--- config.mk ---
export PLATFORM = sky130hd
export DESIGN_NAME = fp_vector_recorder
export DESIGN_NICKNAME = d
export VERILOG_FILES = /design/src/rtl/fp_vector_recorder.sv
export SDC_FILE = /design/constraint.sdc
export NUM_CORES = 2
export LEC_CHECK = 0
export BUFFER_PORTS_ARGS = -buffer_cell sky130_fd_sc_hd__buf_2
export CELL_PAD_IN_SITES_DETAIL_PLACEMENT = 2
export CELL_PAD_IN_SITES_GLOBAL_PLACEMENT = 2
export CORE_UTILIZATION = 25
export DETAILED_ROUTE_END_ITERATION = 7
export PLACE_DENSITY_LB_ADDON = 0.15
export SLEW_MARGIN = 20
export SYNTH_ARGS = -nofsm -noshare
export SYNTH_HDL_FRONTEND = slang
export SYNTH_SLANG_ARGS = --single-unit
--- constraint.sdc ---
create_clock -name clock -period 11.9 [get_ports clock]
set_clock_uncertainty 0.05 [all_clocks]
set_input_delay 0.595 -clock clock [delete_from_list [all_inputs] [get_ports clock]]
set_output_delay 0.595 -clock clock [all_outputs]
set_load 0.01 [all_outputs]
--- src/rtl/fp_vector_recorder.sv ---
// fp_vector_recorder: captures fp_unit request/response pairs as 156-bit
// vector records (fpu.dat layout) and streams them out on valid/ready.
// A pending FIFO holds issued requests until fp_unit responds in order;
// each response is packed with the oldest pending request into a
// first-word-fall-through output FIFO.
module fp_vector_recorder #(
    parameter int unsigned PEND_DEPTH = 4,
    parameter int unsigned OUT_DEPTH  = 8
) (
    input  logic                         clock,
    input  logic                         reset,
    input  logic                         req_valid,
    input  logic [31:0]                  req_data1,
    input  logic [31:0]                  req_data2,
    input  logic [31:0]                  req_data3,
    input  logic [2:0]                   req_rm,
    input  logic [1:0]                   req_op,
    input  logic [9:0]                   req_opcode,
    input  logic                         rsp_ready,
    input  logic [31:0]                  rsp_result,
    input  logic [4:0]                   rsp_flags,
    output logic                         rec_valid,
    input  logic                         rec_ready,
    output logic [155:0]                 rec_data,
    output logic [$clog2(OUT_DEPTH):0]   rec_count,
    output logic                         err_drop,
    output logic                         err_orphan
);

    localparam int unsigned PW      = $clog2(PEND_DEPTH);
    localparam int unsigned OW      = $clog2(OUT_DEPTH);
    localparam int unsigned TUPLE_W = 111;
    localparam int unsigned REC_W   = 156;

    // ------------------------------------------------------------------
    // Pending request queue
    // ------------------------------------------------------------------
    logic [TUPLE_W-1:0] pend_mem [PEND_DEPTH];
    logic [PW:0]        pend_wr;
    logic [PW:0]        pend_rd;
    logic               pend_empty;
    logic               pend_full;
    logic               pend_push;
    logic               pend_pop;
    logic               req_drop;
    logic               rsp_orphan;
    logic [TUPLE_W-1:0] req_tuple;
    logic [TUPLE_W-1:0] pend_head;

    // Full/empty from pointer MSB compare; push-when-full allowed only with a same-cycle pop
    always_comb begin
        pend_empty = (pend_wr == pend_rd);
        pend_full  = (pend_wr[PW] != pend_rd[PW]) &&
                     (pend_wr[PW-1:0] == pend_rd[PW-1:0]);
        pend_pop   = rsp_ready && !pend_empty;
        rsp_orphan = rsp_ready && pend_empty;
        pend_push  = req_valid && (!pend_full || pend_pop);
        req_drop   = req_valid && pend_full && !pend_pop;
        req_tuple  = {req_data1, req_data2, req_data3, req_rm, req_op, req_opcode};
        pend_head  = pend_mem[pend_rd[PW-1:0]];
    end

    // Pending storage: head is read combinationally before the edge, so a
    // full-queue push+pop that lands on the head slot is safe.
    always_ff @(posedge clock) begin
        if (pend_push) begin
            pend_mem[pend_wr[PW-1:0]] <= req_tuple;
        end
    end

    // Pending queue pointers
    always_ff @(posedge clock or negedge reset) begin
        if (!reset) begin
            pend_wr <= '0;
            pend_rd <= '0;
        end else begin
            if (pend_push) begin
                pend_wr <= pend_wr + 1'b1;
            end
            if (pend_pop) begin
                pend_rd <= pend_rd + 1'b1;
            end
        end
    end

    // ------------------------------------------------------------------
    // Record packing
    // ------------------------------------------------------------------
    logic [REC_W-1:0] packed_rec;
    logic [31:0]      head_data1;
    logic [31:0]      head_data2;
    logic [31:0]      head_data3;
    logic [2:0]       head_rm;
    logic [1:0]       head_op;
    logic [9:0]       head_opcode;

    // Unpack the head tuple and build the vector record with reserved bits zero
    always_comb begin
        {head_data1, head_data2, head_data3, head_rm, head_op, head_opcode} = pend_head;
        packed_rec = {head_data1, head_data2, head_data3, rsp_result,
                      3'b000, rsp_flags, 1'b0, head_rm, 2'b00, head_op,
                      2'b00, head_opcode};
    end

    // ------------------------------------------------------------------
    // Output record queue (first-word-fall-through)
    // ------------------------------------------------------------------
    logic [REC_W-1:0] out_mem [OUT_DEPTH];
    logic [OW:0]      out_wr;
    logic [OW:0]      out_rd;
    logic             out_empty;
    logic             out_full;
    logic             out_write;
    logic             out_push;
    logic             out_pop;
    logic             rec_drop;

    // Output queue control; a write when full is accepted only alongside a pop
    always_comb begin
        out_empty = (out_wr == out_rd);
        out_full  = (out_wr[OW] != out_rd[OW]) &&
                    (out_wr[OW-1:0] == out_rd[OW-1:0]);
        out_write = pend_pop;
        out_pop   = !out_empty && rec_ready;
        out_push  = out_write && (!out_full || out_pop);
        rec_drop  = out_write && out_full && !out_pop;
    end

    // Output storage
    always_ff @(posedge clock) begin
        if (out_push) begin
            out_mem[out_wr[OW-1:0]] <= packed_rec;
        end
    end

    // Output queue pointers
    always_ff @(posedge clock or negedge reset) begin
        if (!reset) begin
            out_wr <= '0;
            out_rd <= '0;
        end else begin
            if (out_push) begin
                out_wr <= out_wr + 1'b1;
            end
            if (out_pop) begin
                out_rd <= out_rd + 1'b1;
            end
        end
    end

    // Stream outputs: head record when non-empty, all-zero otherwise
    always_comb begin
        rec_valid = !out_empty;
        rec_count = out_wr - out_rd;
        rec_data  = '0;
        if (!out_empty) begin
            rec_data = out_mem[out_rd[OW-1:0]];
        end
    end

    // ------------------------------------------------------------------
    // Sticky error flags, cleared only by reset
    // ------------------------------------------------------------------
    always_ff @(posedge clock or negedge reset) begin
        if (!reset) begin
            err_drop   <= 1'b0;
            err_orphan <= 1'b0;
        end else begin
            if (req_drop || rec_drop) begin
                err_drop <= 1'b1;
            end
            if (rsp_orphan) begin
                err_orphan <= 1'b1;
            end
        end
    end

endmodule

==> impl_results.md <==
* Switch share at 0.3389
* Worst skew pair latency at 830 ps
* Worst hold start: rec_ready
* Fin crit period at 5937 ps
* Via count at 29.27k
* Syn_area_per_cell at 22.64 um^2
* Internal Power at 13.71 mW
* Slew HR at 0.2467
* RSZ-0062 raised after global routing: false
* Share of cells above drive strength 1 at 0.3052
* CP top delay family: buffers and inverters
* Slew Viols, Final at 0
* PD cells at 278.1 nW/um^2
* Commonest non-fill, non-tap cell in the layout: edfxtp_1
* Worst Tran Pin Value at 1130 ps
* DR WL/cell at 26.46 um
* GRT Util Overall at 0.1416
* Crit-path max cell delay at 1090 ps
* Vias in the first global route at 33.30k
* Synth warn at 0
* Reg2Reg Depth at 7
* Max-Cap Viols at 0
* Die Y at 499.3 um
* Post-synthesis cell type count at 37
* First-pass GRT wire length at 251.2 mm
* Worst Path Class, Setup: reg -> out
* R2R setup slack at 6470 ps
* DRT iter0 DRCs at 1664
* Final hold vios at 0
* Hold crit path type: in -> reg
* Die area at 249300 um^2
* CTS tree: built
* Predominant post-synthesis flop cell: edfxtp_1
* Sw Pwr at 7.029 mW
* Crit start category: flop
* CTS sink count at 1644
* Placer Congestion at 0.6917
* EDFF count, synth at 1628
* Synthesized area at 61820 um^2
* Comb pwr share at 0.319
* Postcts setup bufs at 0
* Chip width at 499.3 um
* Estimated wirelength of the detail-placed design at 100.2 mm
* # resized after CTS at 0
* Lkg Pwr at 23.87 nW
* Nets at 3450
* Hold Path End: out_rd[2]$_DFFE_PN0P_
* Root Buffer: clkbuf_16
* Crit path buf inv count at 3
* Period utilization at 0.4989
* GRT overflow at 0
* Required time of the worst setup path at 11260 ps
* Seq/Total Area, Yosys at 0.7973
* Final ANT Viol Nets at 0
* TNS Setup at 0 ps
* Cell Chain, Critical Path: inv_8, ha_1, and4_4, buf_4, a21oi_1, buf_2
* FP Rows at 182
* Largest net degree at the start of global routing at 111
* Remaining DRCs at 0
* Worst EP arrival at 5290 ps
* CTS buffer count at 189
* Final Core Density at 0.3032
* Endpoints failing setup at 0
* End of the worst register-to-register path: out_mem[7][79]$_DFFE_PP_
* IO buf count at 307
* Via density at 4.389
* First-pass iteration count of the detailed router at 5
* I/O Pins at 316
* Min-Delay Path Depth at 3
* Highest clock rate at 168.4 MHz
* CTS HTree Levels at 4
* Post-Route WL at 176.5 mm
* Status: completed
* Clk pwr share at 0.268
* Worst ir drop on vdd at 0.1731 mV
* Commonest non-fill, non-tap cells in the layout: edfxtp_1, mux4_2, buf_2
* #FFs+latches synth at 1644
* Starting Density at 0.2514
* Slowest stage cell, crit path: dfrtp_4
* Clock-pin slew of the registers on the worst-case setup and hold paths at 60 ps
* Area of the core at 245900 um^2
* Synth-to-Final Area Change at 20.61%
* Critical path capture point type: output pin
* Post-Synthesis Cells at 2730
* Initial antenna violation count at 25
* Reg-to-Reg Start: out_rd[2]$_DFFE_PN0P_
* Synth async-reset ratio at 0.009732
* CP Max Fanout at 67
* Reg power frac at 0.413
* Max Root-Sink Buffers at 3
[per-stage QoR]
step                setup slack [ps]  area (um^2)  power (mW)  std cells  hold slack, ps
floorplan                       3250        61860       12.68       2737           249.4
global placement                6250        67110       15.44       6166           424.5
detailed placement              6159        67120       15.64       6166           419.4
CTS                             5622        74540       21.36       6664           17.98
global route                    5615        74550       21.83       6665           55.88
finish                          5963        74560       20.74       6669           84.94
[power groups by stage]
stage | combinational (mW) | sequential (mW) | clock [mW]
after floorplan | 4.08 | 8.60 | 0
after global placement | 6.81 | 8.62 | 0
after detailed placement | 6.92 | 8.72 | 0
after CTS | 6.99 | 8.61 | 5.77
after global routing | 7.19 | 8.68 | 5.96
final | 6.61 | 8.57 | 5.56
[metal layers]
| layer | up-vias | part of all wire | global-route usage |
|---|---|---|---|
| li1 | 12445 | - | - |
| met1 | 16030 | 0.41 | 0.1719 |
| met2 | 515 | 0.53 | 0.2582 |
| met3 | 258 | 0.032 | 0.02372 |
| met4 | 20 | 0.022 | 0.03602 |
| met5 | - | 0.00075 | 0 |
[final cells by class]
| class | instances | area [um^2] |
|---|---|---|
| fillers | 24573 | 171400 |
| flip-flops and latches | 1644 | 49310 |
| multi-input cells | 930 | 11700 |
| clock buffers | 239 | 4947 |
| well taps | 3220 | 4029 |
| repair buffers | 509 | 3528 |
| clock inverters | 110 | 983.4 |
| inverters | 12 | 52.55 |
| diodes | 5 | 12.51 |
[synth_stat cells (2+ instances only)]
cell / number / share of area
ha_1: 10 / 0.0020
nor3_1: 2 / 0.00016
nand2_1: 302 / 0.018
buf_4: 20 / 0.0024
buf_2: 46 / 0.0037
a21oi_1: 149 / 0.012
nand3_1: 8 / 0.00065
inv_1: 10 / 0.00061
buf_1: 21 / 0.0013
buf_6: 25 / 0.0046
mux4_2: 407 / 0.15
nor2_1: 6 / 0.00036
xnor2_2: 2 / 0.00053
and2_1: 5 / 0.00051
dfrtp_1: 16 / 0.0065
clkbuf_1: 39 / 0.0024
xnor2_1: 11 / 0.0016
edfxtp_1: 1628 / 0.79
o21ai_0: 2 / 0.00016
xor2_1: 4 / 0.00057
[tightest hold or removal path, stage by stage]
cell and delay, ps:
buf_2 150, nand3_1 110, xnor2_1 60
[flip-flops by register name (all words and copies together) (netlist names)]
signal / cells
err_drop: 1
err_orphan: 1
out_mem: 1184
out_rd: 4
out_wr: 4
pend_mem: 444
pend_rd: 3
pend_wr: 3
[kinds of logic after synthesis]
| family | synth area share |
|---|---|
| AOI/OAI and AO/OA | 0.01330 |
| DFF | 0.7973 |
| and+or+nand+nor | 0.02066 |
| other | 0.00006066 |
| xor gates and xnor gates | 0.002651 |
| muxes | 0.1486 |
| buffers and inverters | 0.01508 |
| adders and majority gates | 0.002348 |
[worst max-delay path by stage]
stage | cells after the start | end | slack [ps] | from
finish | 6 | rec_data[9] | 5960 | out_rd[2]$_DFFE_PN0P_
global route | 6 | rec_data[9] | 5610 | out_rd[2]$_DFFE_PN0P_
CTS | 6 | rec_data[9] | 5620 | out_rd[2]$_DFFE_PN0P_
detailed placement | 7 | out_mem[7][98]$_DFFE_PP_ | 6160 | out_rd[2]$_DFFE_PN0P_
global placement | 7 | out_mem[7][96]$_DFFE_PP_ | 6250 | out_rd[2]$_DFFE_PN0P_
floorplan | 10 | out_mem[2][0]$_DFFE_PP_ | 3250 | out_rd[1]$_DFFE_PN0P_
[repair_timing]
item | CTS | global route
setup endpoints to repair | 0 | 0
hold endpoints to repair | 756 | 0
hold buffers | 149 | 0
(Power assumes the default switching activity.)
